===== config.mk =====
export PLATFORM = sky130hd
export DESIGN_NAME = rv32_seq_ctrl
export DESIGN_NICKNAME = d
export VERILOG_FILES = /design/src/rtl/rv32_seq_ctrl.sv
export SDC_FILE = /design/constraint.sdc
export NUM_CORES = 1
export LEC_CHECK = 0
export BUFFER_PORTS_ARGS = -buffer_cell sky130_fd_sc_hd__buf_2
export CORE_ASPECT_RATIO = 1.4
export CORE_MARGIN = 2
export CORE_UTILIZATION = 45
export CTS_CLUSTER_DIAMETER = 60
export DETAILED_ROUTE_END_ITERATION = 8
export HOLD_SLACK_MARGIN = 0.05
export PLACE_DENSITY = 0.73
export RECOVER_POWER = 100
export REMOVE_ABC_BUFFERS = 1
export SLEW_MARGIN = 40
export SYNTH_ARGS = -nofsm -noshare
export SYNTH_HDL_FRONTEND = slang
export SYNTH_SLANG_ARGS = --single-unit

===== constraint.sdc =====
create_clock -name clk -period 4.7 [get_ports clk]
set_input_delay 0.705 -clock clk [delete_from_list [all_inputs] [get_ports clk]]
set_output_delay 0.705 -clock clk [all_outputs]
set_load 0.02 [all_outputs]

===== src/rtl/rv32_seq_ctrl.sv =====
// rv32_seq_ctrl: multi-cycle sequencer for a small RV32 integer subset (R, I-ALU, LOAD, STORE).
//
// Ports:
//   clk, rst              clock and asynchronous active-low reset
//   start                 leave IDLE or HALT towards FETCH
//   halt_req              stop at the next instruction boundary
//   instr[31:0]           instruction word, decoded while in DECODE
//   imem_ready            instruction fetch completes
//   dmem_ready            data access completes
//   imem_req, dmem_req, dmem_we      memory strobes
//   ir_we, pc_we, reg_we, alu_src_imm datapath enables, operand-B select (1 = immediate)
//   alu_ctrl[3:0]         ALU operation, held from EXEC through WB
//   state[2:0]            current FSM state
//   busy, illegal, timeout status; illegal/timeout are sticky until reset
//   retired[31:0]         retired instruction count (wraps)
module rv32_seq_ctrl #(
  parameter int unsigned MAX_WAIT = 16
) (
  input  logic        clk,
  input  logic        rst,
  input  logic        start,
  input  logic        halt_req,
  input  logic [31:0] instr,
  input  logic        imem_ready,
  input  logic        dmem_ready,
  output logic        imem_req,
  output logic        dmem_req,
  output logic        dmem_we,
  output logic        ir_we,
  output logic        pc_we,
  output logic        reg_we,
  output logic        alu_src_imm,
  output logic [3:0]  alu_ctrl,
  output logic [2:0]  state,
  output logic        busy,
  output logic        illegal,
  output logic        timeout,
  output logic [31:0] retired
);

  localparam logic [2:0] StIdle   = 3'd0;
  localparam logic [2:0] StFetch  = 3'd1;
  localparam logic [2:0] StDecode = 3'd2;
  localparam logic [2:0] StExec   = 3'd3;
  localparam logic [2:0] StMem    = 3'd4;
  localparam logic [2:0] StWb     = 3'd5;
  localparam logic [2:0] StHalt   = 3'd6;
  localparam logic [2:0] StTrap   = 3'd7;

  localparam logic [1:0] ClsR     = 2'd0;
  localparam logic [1:0] ClsI     = 2'd1;
  localparam logic [1:0] ClsLoad  = 2'd2;
  localparam logic [1:0] ClsStore = 2'd3;

  localparam logic [3:0] AluAdd  = 4'd0;
  localparam logic [3:0] AluSub  = 4'd1;
  localparam logic [3:0] AluSll  = 4'd2;
  localparam logic [3:0] AluSlt  = 4'd3;
  localparam logic [3:0] AluSltu = 4'd4;
  localparam logic [3:0] AluXor  = 4'd5;
  localparam logic [3:0] AluSrl  = 4'd6;
  localparam logic [3:0] AluSra  = 4'd7;
  localparam logic [3:0] AluOr   = 4'd8;
  localparam logic [3:0] AluAnd  = 4'd9;

  // The counter only needs to reach MAX_WAIT-1 before the FSM leaves or traps.
  localparam int unsigned WaitW = (MAX_WAIT > 2) ? $clog2(MAX_WAIT) : 1;
  localparam logic [WaitW-1:0] WaitLimit = WaitW'(MAX_WAIT - 1);

  logic [2:0]       state_q, state_d;
  logic [1:0]       cls_q, cls_d;
  logic [3:0]       alu_q, alu_d;
  logic             rd_nz_q, rd_nz_d;
  logic [WaitW-1:0] wait_q, wait_d;
  logic             illegal_q, illegal_d;
  logic             timeout_q, timeout_d;
  logic             store_done_q, store_done_d;
  logic [31:0]      retired_q, retired_d;

  // funct7[5] selects SUB only on R-type; it selects SRA on both R and I shifts.
  function automatic logic [3:0] alu_decode(input logic [2:0] funct3, input logic alt,
                                            input logic is_r);
    logic [3:0] op;
    op = AluAdd;
    case (funct3)
      3'b000:  op = (is_r && alt) ? AluSub : AluAdd;
      3'b001:  op = AluSll;
      3'b010:  op = AluSlt;
      3'b011:  op = AluSltu;
      3'b100:  op = AluXor;
      3'b101:  op = alt ? AluSra : AluSrl;
      3'b110:  op = AluOr;
      default: op = AluAnd;
    endcase
    return op;
  endfunction

  always_comb begin
    state_d      = state_q;
    cls_d        = cls_q;
    alu_d        = alu_q;
    rd_nz_d      = rd_nz_q;
    wait_d       = wait_q;
    illegal_d    = illegal_q;
    timeout_d    = timeout_q;
    store_done_d = 1'b0;
    retired_d    = retired_q;

    case (state_q)
      StIdle, StHalt: begin
        if (start) state_d = StFetch;
      end
      StFetch: begin
        if (imem_ready) begin
          state_d = StDecode;
        end else if (wait_q == WaitLimit) begin
          state_d   = StTrap;
          timeout_d = 1'b1;
        end else begin
          wait_d = wait_q + 1'b1;
        end
      end
      StDecode: begin
        state_d = StExec;
        rd_nz_d = |instr[11:7];
        case (instr[6:0])
          7'b0110011: begin
            cls_d = ClsR;
            alu_d = alu_decode(instr[14:12], instr[30], 1'b1);
          end
          7'b0010011: begin
            cls_d = ClsI;
            alu_d = alu_decode(instr[14:12], instr[30], 1'b0);
          end
          7'b0000011: begin
            cls_d = ClsLoad;
            alu_d = AluAdd;
          end
          7'b0100011: begin
            cls_d = ClsStore;
            alu_d = AluAdd;
          end
          default: begin
            state_d   = StTrap;
            illegal_d = 1'b1;
          end
        endcase
      end
      StExec: begin
        state_d = (cls_q == ClsLoad || cls_q == ClsStore) ? StMem : StWb;
      end
      StMem: begin
        if (dmem_ready) begin
          if (cls_q == ClsStore) begin
            store_done_d = 1'b1;
            retired_d    = retired_q + 32'd1;
            state_d      = halt_req ? StHalt : StFetch;
          end else begin
            state_d = StWb;
          end
        end else if (wait_q == WaitLimit) begin
          state_d   = StTrap;
          timeout_d = 1'b1;
        end else begin
          wait_d = wait_q + 1'b1;
        end
      end
      StWb: begin
        retired_d = retired_q + 32'd1;
        state_d   = halt_req ? StHalt : StFetch;
      end
      default: state_d = StTrap;
    endcase

    // Fresh wait budget on every entry into a waiting state.
    if (state_d != state_q && (state_d == StFetch || state_d == StMem)) wait_d = '0;
  end

  always_ff @(posedge clk or negedge rst) begin
    if (!rst) begin
      state_q      <= StIdle;
      cls_q        <= ClsR;
      alu_q        <= AluAdd;
      rd_nz_q      <= 1'b0;
      wait_q       <= '0;
      illegal_q    <= 1'b0;
      timeout_q    <= 1'b0;
      store_done_q <= 1'b0;
      retired_q    <= 32'd0;
    end else begin
      state_q      <= state_d;
      cls_q        <= cls_d;
      alu_q        <= alu_d;
      rd_nz_q      <= rd_nz_d;
      wait_q       <= wait_d;
      illegal_q    <= illegal_d;
      timeout_q    <= timeout_d;
      store_done_q <= store_done_d;
      retired_q    <= retired_d;
    end
  end

  // Strobes are decoded purely from registered state; a completed store raises pc_we
  // for the single cycle after its dmem_ready edge.
  always_comb begin
    imem_req    = (state_q == StFetch);
    ir_we       = (state_q == StDecode);
    dmem_req    = (state_q == StMem);
    dmem_we     = (state_q == StMem) && (cls_q == ClsStore);
    pc_we       = (state_q == StWb) || store_done_q;
    reg_we      = (state_q == StWb) && rd_nz_q;
    alu_src_imm = (state_q == StExec || state_q == StMem || state_q == StWb) && (cls_q != ClsR);
    alu_ctrl    = alu_q;
    state       = state_q;
    busy        = (state_q >= StFetch) && (state_q <= StWb);
    illegal     = illegal_q;
    timeout     = timeout_q;
    retired     = retired_q;
  end

endmodule

* Word-level counts from Yosys, hierarchy flattened
Index checks and enable logic that the tools add are counted.
Widths: inputs -> output; s select.
** Word-level totals
- Bits in registers :: 49
- Output and inout bits :: 49
- Logic and storage cells :: 100
** Cells by class
- Add/subtract/negate cells :: 2
- $lt $le $gt $ge :: 2
- Equality and inequality tests :: 28
- Mux-type cells :: 30
- Bitwise gates (word level) :: 1
- Reductions and logical operators :: 28
** Operator list (number)
- $mux 32 :: 2
- $pmux 32 s2 :: 1
- $pmux 4 s7 :: 2
- $add 32x1->32 const B :: 1
- $eq 3x3->1 const B :: 7
- $mux 3 :: 7
- $pmux 3 s6 :: 1
- $mux 4 :: 4
- $eq 7x6->1 const B :: 2
- $eq 3x2->1 const B :: 4
- $pmux 4 s3 :: 1
- $eq 3x1->1 const B :: 3
- $mux 1 :: 9
- $reduce_and 3->1 :: 3
- $pmux 2 s4 :: 1
- $pmux 4 s2 :: 1
- $eq 7x2->1 const B :: 1
- $eq 7x5->1 const B :: 1
- $logic_not 3->1 :: 2
- $ne 2x2->1 const B :: 3
- $ne 3x2->1 const B :: 2
- $reduce_and 2->1 :: 3
- $reduce_bool 2->1 :: 3
- $reduce_bool 3->1 :: 2
- 15 further kinds :: 25

* Logic depth before layout (Yosys ltp)
Gate-level depths: netlist of run 1.
- Depth in word-level cells :: 9
- Gate-level depth with buffers :: 8
- Gate-level depth less buffers :: 6

* Least setup slack after synthesis of run 1
Ideal clock, no wire load.
- Path kind :: flip-flop to output port
- Start point :: reg state_q[0] (netlist: state[0])
- End point :: out dmem_we
- Arrival time :: 1.394 ns
- Data required time :: 3.995 ns
- Slack :: 2.601 ns
- Stages on the path, launching flop included :: 4
- Buffers on the path :: 1
- Path through :: dfrtp_1 > buf_2 > nor3b_2 > and3_2
** On the way
- Word-level cells in the longest chain between the ends :: 2
** RTL lines
- start: declaration :: line 70 : logic [2:0] state_q, state_d;
- start signal: assignment :: line 181 : state_q <= StIdle;
- start signal: assignment :: line 191 : state_q <= state_d;
- $eq 3x3->1
- named net dmem_req :: line 27 : output logic dmem_req,
- $logic_and 1x1->1 :: line 209 : dmem_we = (state_q == StMem) && (cls_q == ClsStore);
- end: declaration :: line 28 : output logic dmem_we,
The timed path passes the listed nets, and every way through them passes these cells.

==> results.toml, run 1 <==
[setup_path]
crit_family = "buffers and inverters"
path_buf_inv = 1
required_ns = 4.56
crit_path_start_kind = "input pin"
crit_fanout = 49
path_class = "in -> async"
worstPathArrival_ns = 2.53
path_cells = "clkbuf_1"
critPathCaptureType = "asynchronous set/reset pin"
cpPeakStageDelay_ns = 1.79
slowest_stage = "clkbuf_1"

[sta]
finalMaxSlewViolations = 50
hold_viol = 0
fin_crit_sh = 0.567
skew_ns = 0.00727
slew_headroom = -0.717
rsz0062_at_grt = "no"
max_freq_ghz = 0.375
tightest_slew_ns = 2.58
fin_crit_ns = 2.67
finalSetupViolations = 0
setup_tns_ns = 0

[logic_synthesis]
syn_area_per_cell_sq_um = 10.1
synth_fa_ha_area_frac = 0.0101
synth_xor_xnor_area_share = 0.120
syn_area_sq_um = 2480
ys_types = 49
synth_compound_area_frac = 0.101
yosys.area_share.simple = 0.245
synthMuxAreaShare = 0.0126
synthCells = 247
ys_seq_area_frac = 0.494
synth_seq_cells = 49
synthArstFlopShare = 1.00
synth_ff_type = "dfrtp_1"
ys_warn_count = 0
synth_edf_count = 0
synth_top_family_by_area = "simple AND/OR/NAND/NOR gates"

[power_and_ir_drop]
internal_power_mw = 0.796
switching_share = 0.388
pwr_density_cell_nw_per_um2 = 450
leakagePower_nw = 1.30
switching_power_mw = 0.506
peakVddDrop_uv = 223
p_comb_frac = 0.330
power_frac_seq = 0.451
p_clk_frac = 0.219

[finish]
drive_above_1_share = 0.0975
multi_input_area_sq_um = 1180
seq_area_sq_um = 1230
diodes = 0
nets = 358
fill_cells = 525
final_area_sq_um = 2890
area_delta_synth_final_pct = 16.5

[global_route]
grt_antenna_before_repair = 0
grt_first_pass_wirelength_mm = 8.80
gr-usage-all-layers = 0.183
first_global_vias = 1952
grt_overflow = 0
grt_max_degree = 50

[clock_network]
cts_inserted_buffers = 5
clock-root-buffer = "clkbuf_8"
h-tree-depth = 2
clk_pin_slew_worst_paths_ns = 0.08
cts_setup_buffers = 0
clk_latency_ns = 0.29
cts_tree = "built"
clock_path_buffers = 2
ctsResizeCount = 0
cts.sinks = 49
cts_hold_buf = 0

[drt]
ant_nets = 0
vias = 2065
wl_mm = 5.24
drt_iter0_markers = 83
viasPerCell = 5.35
drc = 0
routedWlPerCell_microns = 13.6
drtPass1Iterations = 4

[die]
die_y_microns = 91.9
die_x_microns = 66.8
design.core.area_sq_um = 5410
initial_core_util = 0.459
dieArea_sq_um = 6140
row_count = 32
ioPinCount = 87

[outcome]
violations = "max-capacitance violations, max-slew violations"
status = "finished, violations left"

[placed_design]
place_hpwl_mm = 3.78
place_congestion = 0.787
dpl-instance-area_sq_um = 2890
io_buffers = 70

[flow_run]
drv_cap = 1

[hold_path]
hold_class = "reg -> reg"
## power groups by stage
stage | combinational [mW] | clock [mW] | sequential (mW)
2_1_floorplan | 0.280 | 0 | 0.624
4_1_cts | 0.465 | 0.298 | 0.590
3_3_place_gp | 0.456 | 0 | 0.593
6_report | 0.429 | 0.285 | 0.587
5_1_grt | 0.478 | 0.314 | 0.600
3_5_place_dp | 0.464 | 0 | 0.598
## cell usage after synthesis, drive strengths merged (3+ instances only)
| library cell | n | area, sq um |
|---|---|---|
| and2 | 5 | 31.3 |
| nor2 | 20 | 80.1 |
| o21ai | 11 | 55.1 |
| xor2 | 12 | 105 |
| and4 | 3 | 26.3 |
| nand4 | 11 | 68.8 |
| nand2 | 29 | 109 |
| buf | 5 | 31.3 |
| nor3b | 3 | 27.5 |
| a21o | 3 | 22.5 |
| dfrtp | 49 | 1230 |
| xnor2 | 22 | 193 |
| nand3 | 19 | 95.1 |
| nor2b | 4 | 32.5 |
| a21oi | 7 | 38.8 |
| and3 | 8 | 51.3 |
| nor3 | 5 | 30.0 |
## cell families (layout without fill, tap and decap cells)
kind of cell               count (synthesis)  count (layout)
AOI/OAI and AO/OA                         37              37
xor gates and xnor gates                  34              34
adders and majority gates                  2               2
buffers and inverters                      8              79
DFF                                       49              49
muxes                                      3               3
and+or+nand+nor                          114             114
## path summary, 6_finish.rpt
path / from / end / slack, ns / cells past startpoint
worst max-delay path: rst / state[2] / 2.03 / 1
worst min-delay path: timeout / timeout / 0.47 / 1
worst max register to register: state[2] / wait_q[2] / 2.25 / 5
worst min register to register: timeout / timeout / 0.47 / 1
max in group clk: state[2] / dmem_we / 2.08 / 3
min in group asynchronous: rst / timeout / 1.21 / 1
## area by class of cell
| class | count | area share |
|---|---|---|
| Clock inverter | 2 | 0.0121 |
| Multi-Input combinational cell | 190 | 0.409 |
| Clock buffer | 5 | 0.0238 |
| Tap cell | 68 | 0.0294 |
| Timing Repair Buffer | 70 | 0.0994 |
| Sequential cell | 49 | 0.424 |
| Inverter | 2 | 0.00259 |
## metrics by stage
step | cells | util | power [mW] | hold slack [ns] | setup slack, ns
4_1_cts | 386 | 0.553 | 1.35 | 0.435 | 2.31
3_5_place_dp | 379 | 0.534 | 1.06 | 0.444 | 2.44
5_1_grt | 386 | 0.535 | 1.39 | 0.492 | 1.38
6_report | 386 | 0.535 | 1.30 | 0.471 | 2.03
3_3_place_gp | 379 | 0.534 | 1.05 | 0.437 | 2.46
2_1_floorplan | 241 | - | 0.903 | 0.409 | 2.53
## state kept, by name, indices dropped and copies added (netlist names)
signal and cells:
illegal 1, wait_q 4, store_done_q 1, state 3, rd_nz_q 1, alu_ctrl 4, retired 32, cls_q 2
timeout 1
## layer usage
| layer | vias to the layer above | global-route usage | wire length (microns) |
|---|---|---|---|
| li1 | 1007 | - | - |
| met1 | 990 | 0.224 | 2190 |
| met5 | - | 0 | 0 |
| met2 | 62 | 0.314 | 2640 |
| met4 | 0 | 0.0612 | 74 |
| met3 | 6 | 0.0405 | 337 |
## cells in the final DEF, fill, tap and decap left out, types with 2 or more instances in the layout
cell type  netlist  layout
clkbuf_1         1      50
dfrtp_1         49      49
nand2_1         29      29
xnor2_1         22      22
buf_2            4      20
nor2_1          18      19
nand3_1         19      19
xor2_1          12      12
nand4_1         11      11
o21ai_0         10      10
and3_1           7       7
a21oi_1          6       7
nor3_1           4       5
clkbuf_8         0       5
nor2b_1          3       4
and2_1           5       4
nor3b_1          2       3
a21o_1           3       3
and4_1           3       3
nand2b_1         2       2
o21bai_1         2       2
o21a_1           1       2
mux2i_1          2       2
inv_1            2       2
a211oi_1         2       2
a31oi_1          2       2
ha_1             2       2
(Power assumes the default switching activity.)
==> run 2, diff against run 1 <==
Settings changed: PLACE_DENSITY 0.73 to 0.76.
Clock period 4.7 ns to 2.3 ns, I/O delays scaled along.
==> run 2 against run 1 <==
The run still ends with max-capacitance violations, max-slew violations left. Final cell count up 2.1%. Largest power group unchanged. Routed wire length up 1.5%. Global-route usage up 0.69 points. Largest cell class unchanged.
==> results.toml, run 2 (synthesized netlist as in run 1, its figures left out) <==
[outcome]
status = "finished, violations left"
violations = "max-capacitance violations, max-slew violations"

[power_and_ir_drop]
pwr_density_cell_nw_per_um2 = 910
leakagePower_nw = 1.33
p_comb_frac = 0.360
power_frac_seq = 0.436
switching_share = 0.395
switching_power_mw = 1.06
peakVddDrop_uv = 491
internal_power_mw = 1.62
p_clk_frac = 0.204

[die]
initial_core_util = 0.459
die_x_microns = 66.8
design.core.area_sq_um = 5410
ioPinCount = 87
row_count = 32
die_y_microns = 91.9
dieArea_sq_um = 6140

[setup_path]
path_buf_inv = 2
slowest_stage = "dfrtp_1"
path_cells = "nor3b_1 -> clkbuf_1 -> and3_2 -> clkbuf_2"
crit_family = "flip-flops"
crit_path_start_kind = "flip-flop"
crit_fanout = 16
worstPathArrival_ns = 1.82
cpPeakStageDelay_ns = 0.57
critPathCaptureType = "output pin"
path_class = "reg -> out"
required_ns = 1.96

[global_route]
grt_antenna_before_repair = 0
gr-usage-all-layers = 0.190
grt_overflow = 0
grt_max_degree = 31
first_global_vias = 2029
grt_first_pass_wirelength_mm = 9.22

[finish]
largest_register_ffs = 32
fill_cells = 550
layout_commonest_cell = "clkbuf_1"
area_delta_synth_final_pct = 18.4
drive_above_1_share = 0.123
seq_area_sq_um = 1230
fin_cells = 394
mostFrequentLayoutCells = "52 x clkbuf_1, 49 x dfrtp_1, 29 x nand2_1"
diodes = 0
multi_input_area_sq_um = 1200
nets = 365

[sta]
fin_crit_sh = 0.941
max_freq_ghz = 0.462
setup_tns_ns = 0
slew_headroom = -0.0519
finalSetupViolations = 0
tightest_slew_ns = 1.58
hold_viol = 0
fin_crit_ns = 2.16
skew_ns = 0.00929
rsz0062_at_grt = "no"
finalMaxSlewViolations = 31

[drt]
viasPerCell = 5.32
vias = 2098
drtPass1Iterations = 4
drc = 0
wl_mm = 5.32
drt_iter0_markers = 93
ant_nets = 0
routedWlPerCell_microns = 13.5

[clock_network]
h-tree-depth = 2
clk_latency_ns = 0.29
cts_tree = "built"
clock-root-buffer = "clkbuf_8"
clock_path_buffers = 2
cts.sinks = 49
ctsResizeCount = 0
cts_inserted_buffers = 5
clk_pin_slew_worst_paths_ns = 0.09
cts_hold_buf = 0
cts_setup_buffers = 0

[hold_path]
hold_class = "in -> reg"

[placed_design]
io_buffers = 70
place_inst = 386
place_hpwl_mm = 4.05
place_congestion = 0.774

[flow_run]
drv_cap = 1
## run 2: cell types whose count changed in the layout (fill, tap and decap cells not counted), sizes merged
cell,delta
bufinv,-1
buf,+3
clkbuf,+6
## run 2: path summary, 6_finish.rpt
path	startpoint	end	slack (ns)	depth (start not counted)
max	state[1]	dmem_we	0.14	4
min reg2reg	illegal	illegal	0.46	1
max in group asynchronous	rst	retired[29]	0.69	2
min in group asynchronous	rst	state[1]	0.42	1
max reg2reg	state[1]	wait_q[2]	0.16	6
min	instr[4]	cls_q[1]	0.34	2
## run 2: metal layers
| layer | wire length [microns] | track usage |
|---|---|---|
| met1 | 2180 | 0.243 |
| met4 | 42 | 0.0459 |
| met3 | 364 | 0.0405 |
| met2 | 2730 | 0.325 |
| met5 | 0 | 0 |
## run 2: layout make-up
cell class	count	share of cell area
clock inverter	1	0.00170
tap	68	0.0289
timing repair buffer	77	0.110
multi-input combinational	190	0.407
clock buffer	7	0.0328
inverter	2	0.00255
sequential	49	0.417
## run 2: power groups by stage
stage,Clock (mW),Combinational [mW],Sequential (mW)
final,0.546,0.962,1.17
after detailed placement,0,1.02,1.19
after CTS,0.564,1.03,1.17
after global placement,0,1.00,1.18
after global routing,0.601,1.07,1.20
after floorplan,0,0.571,1.27
## run 2: metrics by stage
step | area [sq um] | hold WS, ns | utilization | power (mW) | setup WS, ns
4_1_cts | 3040 | 0.0933 | 0.562 | 2.77 | 0.184
3_5_place_dp | 2940 | 0.416 | 0.543 | 2.21 | 0.220
6_report | 2940 | 0.339 | 0.544 | 2.67 | 0.136
3_3_place_gp | 2940 | 0.415 | 0.543 | 2.18 | 0.271
2_1_floorplan | 2450 | 0.0494 | - | 1.85 | 0.138
5_1_grt | 2940 | 0.348 | 0.544 | 2.87 | 0.000874
